`src/rtl/mem_arbiter.sv`:
```
// Two-requester (I-cache / D-cache) arbiter for the single word-wide memory port; runs fixed-length bursts.
// Optional feature: define MEM_ARB_RR_EN for round-robin arbitration (default build uses D-over-I fixed priority).

`ifndef CACHE_B
`define CACHE_B 4
`endif

module mem_arbiter #(
    parameter int OFFSET_WIDTH = `CACHE_B,
    parameter int MEM_LATENCY  = 2
) (
    input  logic                    clk,
    input  logic                    reset,
    input  logic                    i_req,
    input  logic [31:0]             i_addr,
    output logic                    i_gnt,
    output logic                    i_valid,
    output logic                    i_done,
    input  logic                    d_req,
    input  logic [31:0]             d_addr,
    input  logic                    d_wen,
    input  logic [31:0]             d_wdata,
    output logic                    d_gnt,
    output logic                    d_valid,
    output logic                    d_done,
    output logic [OFFSET_WIDTH-3:0] beat,
    output logic [31:0]             rdata,
    output logic                    stall,
    output logic [31:0]             maddr,
    output logic [31:0]             mwrite_data,
    output logic                    m_wen,
    input  logic [31:0]             mread_data
);

    localparam int BW    = OFFSET_WIDTH - 2;
    localparam int BEATS = 2 ** BW;
    localparam int CW    = (MEM_LATENCY < 1) ? 1 : $clog2(MEM_LATENCY + 1);

    localparam logic [CW-1:0] LAT_RELOAD = CW'(MEM_LATENCY);
    localparam logic [BW-1:0] LAST_BEAT  = BW'(BEATS - 1);
    localparam logic [31:0]   LINE_MASK  = ~((32'd1 << OFFSET_WIDTH) - 32'd1);

    localparam logic [1:0] ST_IDLE    = 2'd0;
    localparam logic [1:0] ST_BURST   = 2'd1;
    localparam logic [1:0] ST_RELEASE = 2'd2;

    // owner / last_owner encoding: 1 = D-side, 0 = I-side
    logic [1:0]    state_r;
    logic          owner_r;
    logic [31:0]   base_r;
    logic          is_wr_r;
    logic [BW-1:0] beat_r;
    logic [CW-1:0] wait_cnt_r;
    logic          last_owner_r;

    logic win_d_s;
    logic burst_s;
    logic commit_s;
    logic last_s;

    // Arbitration winner for the IDLE cycle
    always_comb begin
        win_d_s = 1'b0;
`ifdef MEM_ARB_RR_EN
        if (d_req && i_req) begin
            win_d_s = ~last_owner_r;
        end else begin
            win_d_s = d_req;
        end
`else
        if (d_req) begin
            win_d_s = 1'b1;
        end else begin
            win_d_s = 1'b0;
        end
`endif
    end

`ifndef MEM_ARB_RR_EN
    logic unused_last_owner_s;
    assign unused_last_owner_s = last_owner_r;
`endif

    // Burst sequencer: grant, per-beat wait countdown, beat advance, release
    always_ff @(posedge clk) begin
        if (reset) begin
            state_r      <= ST_IDLE;
            owner_r      <= 1'b0;
            base_r       <= 32'd0;
            is_wr_r      <= 1'b0;
            beat_r       <= '0;
            wait_cnt_r   <= '0;
            last_owner_r <= 1'b1;
        end else begin
            case (state_r)
                ST_IDLE: begin
                    if (i_req || d_req) begin
                        owner_r    <= win_d_s;
                        base_r     <= (win_d_s ? d_addr : i_addr) & LINE_MASK;
                        is_wr_r    <= win_d_s & d_wen;
                        beat_r     <= '0;
                        wait_cnt_r <= LAT_RELOAD;
                        state_r    <= ST_BURST;
                    end
                end
                ST_BURST: begin
                    if (wait_cnt_r != '0) begin
                        wait_cnt_r <= wait_cnt_r - CW'(1);
                    end else if (beat_r == LAST_BEAT) begin
                        last_owner_r <= owner_r;
                        state_r      <= ST_RELEASE;
                    end else begin
                        beat_r     <= beat_r + BW'(1);
                        wait_cnt_r <= LAT_RELOAD;
                    end
                end
                ST_RELEASE: begin
                    state_r <= ST_IDLE;
                end
                default: begin
                    state_r <= ST_IDLE;
                end
            endcase
        end
    end

    // Port-side decode; everything is qualified by BURST so nothing leaks in IDLE/RELEASE
    always_comb begin
        burst_s  = (state_r == ST_BURST);
        commit_s = burst_s & (wait_cnt_r == '0);
        last_s   = (beat_r == LAST_BEAT);

        i_gnt   = burst_s & ~owner_r;
        d_gnt   = burst_s & owner_r;
        i_valid = commit_s & ~owner_r;
        d_valid = commit_s & owner_r;
        i_done  = commit_s & last_s & ~owner_r;
        d_done  = commit_s & last_s & owner_r;
        m_wen   = commit_s & is_wr_r;

        if (burst_s) begin
            maddr = base_r + (32'(beat_r) << 2);
        end else begin
            maddr = 32'd0;
        end

        if (burst_s && is_wr_r) begin
            mwrite_data = d_wdata;
        end else begin
            mwrite_data = 32'd0;
        end
    end

    assign beat  = beat_r;
    assign rdata = mread_data;
    assign stall = (i_req | d_req) & ~(i_done | d_done);

endmodule

```
`config.mk`:
```
export PLATFORM = sky130hd
export DESIGN_NAME = mem_arbiter
export DESIGN_NICKNAME = d
export VERILOG_FILES = /design/src/rtl/mem_arbiter.sv
export SDC_FILE = /design/constraint.sdc
export NUM_CORES = 1
export LEC_CHECK = 0
export CORE_AREA = 2 2 92 94
export CTS_CLUSTER_DIAMETER = 120
export DETAILED_ROUTE_END_ITERATION = 12
export DIE_AREA = 0 0 94 96
export DONT_BUFFER_PORTS = 1
export PLACE_DENSITY = 0.54
export SLEW_MARGIN = 40
export SYNTH_ARGS = -nofsm -noshare
export SYNTH_HDL_FRONTEND = slang
export SYNTH_SLANG_ARGS = --single-unit
```
`constraint.sdc`:
```
create_clock -name clk -period 1.85 [get_ports clk]
set_input_delay 0.37 -clock clk [delete_from_list [all_inputs] [get_ports clk]]
set_output_delay 0.37 -clock clk [all_outputs]
set_load 0.1 [all_outputs]
```
==> results.py <==
metrics = {
    "synthesis": {
        "synth_cell_type_count": 38,
        "ys_seq_elements": 36,
        "yosysWarnings": 0,
        "synth-main-ff-cell": "dfxtp_1",
        "syn_avg_cell_area_um2": 8.98,
        "synthTopCellsByArea": "dfxtp_1 (28%), mux2i_1 (11%), buf_4 (11%)",
        "netlist_area_um2": 2600,
        "synth_edf_count": 0,
        "synth_top_area_cell": "dfxtp_1",
        "netlist_instances": 290,
        "synth-seq-area-share": 0.277,
        "async_flop_share": 0,
        "synth.most_common_cell": "buf_4",
        "ys_top_cells_by_count": "buf_4 (38), dfxtp_1 (36), and3_1 (33)",
        "synth_top_area_frac": 0.277,
    },
    "setup_path": {
        "cp.buffers_inverters": 2,
        "critPathCaptureType": "output pin",
        "critPathKind": "flip-flop to output pin",
        "cp_slowest_stage_delay_ns": 0.34,
        "critical_path.cell_chain": "and2b_4, clkbuf_16, and3_2, buf_12",
        "crit_fanout": 7,
        "crit_slowest_cell": "and2b_4",
        "cp.required_ns": 1.48,
        "reg2reg_slack_ns": 0.34,
        "r2r_cells": 4,
        "worstPathArrival_ns": 1.50,
        "worstSetupStartpointType": "flip-flop",
        "timing.rr.start": "state_r[0]",
        "r2r-end": "base_r[13]",
        "cpLargestDelayFamily": "simple AND/OR/NAND/NOR gates",
    },
    "clocking": {
        "clockBufferDepth": 2,
        "clkTransAtPathRegs_ns": 0.07,
        "h-tree-depth": 2,
        "cts.sinks": 36,
        "tritoncts": "built",
        "worstSkewPairLatency_ns": 0.29,
        "cts_made_buffers": 5,
        "hold_buffers": 0,
        "root_buffer": "clkbuf_8",
    },
    "timing": {
        "tightest_slew_ns": 0.550,
        "hold_ws_ns": 0.131,
        "slew-limit-headroom": 0.633,
        "slew_viol_final": 0,
        "setup_ws_ns": -0.0170,
        "min_period_over_period": 1.01,
        "max_freq_ghz": 0.536,
        "setup-tns-final_ns": -0.265,
        "rsz0062_at_grt": "yes",
        "fin_skew_ns": 0.00773,
        "hold_viol_final": 0,
        "finalSetupViolations": 29,
        "period_minus_slack_ns": 1.87,
    },
    "route": {
        "routedWlPerCell_um": 18.3,
        "drc": 0,
        "ant_nets": 0,
        "drt_iter0_drc": 47,
        "vias_per_cell": 5.25,
        "drt_first_pass_iters": 4,
        "wirelength_um": 7990,
        "num_vias": 2291,
    },
    "floorplanning": {
        "die-area_um2": 9020,
        "die_width_um": 94,
        "coreArea_um2": 8050,
        "die_h_um": 96,
        "initial_core_util": 0.323,
        "placementRows": 33,
        "io_pins": 239,
    },
    "status": {
        "outcome": "finished with violations",
        "violations": "negative setup slack",
    },
    "layout": {
        "syn_to_final_growth_pct": 63.8,
        "antennaDiodeCount": 0,
        "drive_above_1_share": 0.637,
        "nets": 466,
    },
    "grt": {
        "grt_start_max_net_pins": 39,
        "grt_use_total": 0.162,
        "antenna_found_initial": 0,
        "grt_overflow": 0,
        "grt_pass1_wl_um": 11400,
        "grt_pass1_vias": 2204,
    },
    "power_and_ir_drop": {
        "p_per_area_nw_per_um2": 631,
        "fin_total_pwr_mw": 2.69,
        "ir_drop_mv": 0.479,
        "power_leakage_nw": 1.76,
    },
    "min_path": {
        "hold_start": "reset",
        "holdPathStages": 1,
        "hold_end": "base_r[23]",
        "hp-class": "input pin to flip-flop",
    },
    "flow_run": {
        "maxCapViolations": 0,
    },
    "placed_design": {
        "port_buffers": 0,
        "hpwlAfterDp_um": 5820,
        "place.gp.congestion": 0.782,
        "place_ws_ns": 0.196,
    },
}
==> flip-flops by register name, indices dropped and copies added (netlist names) <==
signal	cells
beat	2
is_wr_r	1
wait_cnt_r	2
state_r	2
owner_r	1
base_r	28
==> layout by cell type (no fill, tap or decap), types with 2 or more instances in the layout <==
master     count
conb_1         2
buf_6          2
and2_4        19
buf_4         14
mux2i_1       29
and2b_4        2
a21oi_1       24
a21oi_2        9
inv_2          2
dfxtp_2        2
dfxtp_4        2
nor2_2         3
a211oi_1      10
nor2_4         3
ha_4           2
nand2_1        2
clkbuf_16      3
clkbuf_8       6
and3_2        32
a211oi_2      18
nor2_1         3
dfxtp_1       32
buf_12        72
o221ai_1       2
nor2b_1        2
and2_2        13
==> through the flow <==
stage | cells | utilization | cell area (µm²)
final | 436 | 0.530 | 4260
after global routing | 436 | 0.530 | 4260
after CTS | 427 | 0.510 | 4110
after detailed placement | 418 | 0.496 | 3990
after global placement | 418 | 0.496 | 3990
after floorplan | 291 | - | 2750
==> worst reg2reg max path, stage by stage, from the launching register on <==
cell      delay [ns]
dfxtp_1         0.33
buf_4           0.16
or2_4           0.28
nor2_8          0.43
a211oi_1        0.17
==> cell type report <==
cell class / instances / area, µm²
inverters: 3 / 11.3
well taps: 105 / 131
repair buffers: 91 / 1640
clock buffers: 7 / 86.3
flip-flops and latches: 36 / 731
fillers: 692 / 3790
clock inverters: 1 / 7.51
multi-input cells: 193 / 1650
==> per-layer routing <==
metal | vias up | wire length [µm] | track usage
met2 | 132 | 4160 | 0.283
met1 | 1081 | 2860 | 0.183
li1 | 1068 | - | -
met5 | - | 0 | 0
met4 | 0 | 87 | 0.0459
met3 | 10 | 871 | 0.0650
==> logic make-up (layout without fill, tap and decap cells) <==
family                   count (synthesis)  in the layout  share of synthesized area
AO/OA/AOI/OAI                           69             69                      0.221
other                                    1              2                    0.00144
adder cells (fa/ha/maj)                  3              3                     0.0144
flip-flops                              36             36                      0.277
multiplexers                            29             29                      0.111
buffers and inverters                   63            102                      0.160
AND/OR/NAND/NOR                         89             90                      0.215
==> power by group <==
part	switching [mW]	internal [mW]	leakage, nW
Combinational	0.730	0.471	1.41
Clock	0.289	0.303	0.0445
Sequential	0.0464	0.849	0.301
==> worst max path at each step <==
stage | depth (start not counted) | to | startpoint
3_3_place_gp | 5 | d_valid | wait_cnt_r[0]
4_1_cts | 4 | mwrite_data[28] | state_r[1]
6_report | 4 | mwrite_data[20] | state_r[1]
3_5_place_dp | 5 | i_valid | wait_cnt_r[0]
2_1_floorplan | 4 | d_valid | wait_cnt_r[0]
5_1_grt | 4 | mwrite_data[10] | state_r[1]
==> timing repair <==
action,CTS,global route
pin swaps,3,12
gates cloned,0,6
resized for setup,5,23
setup buffers,1,3
setup endpoints to repair,64,69
(Power assumes the default switching activity.)
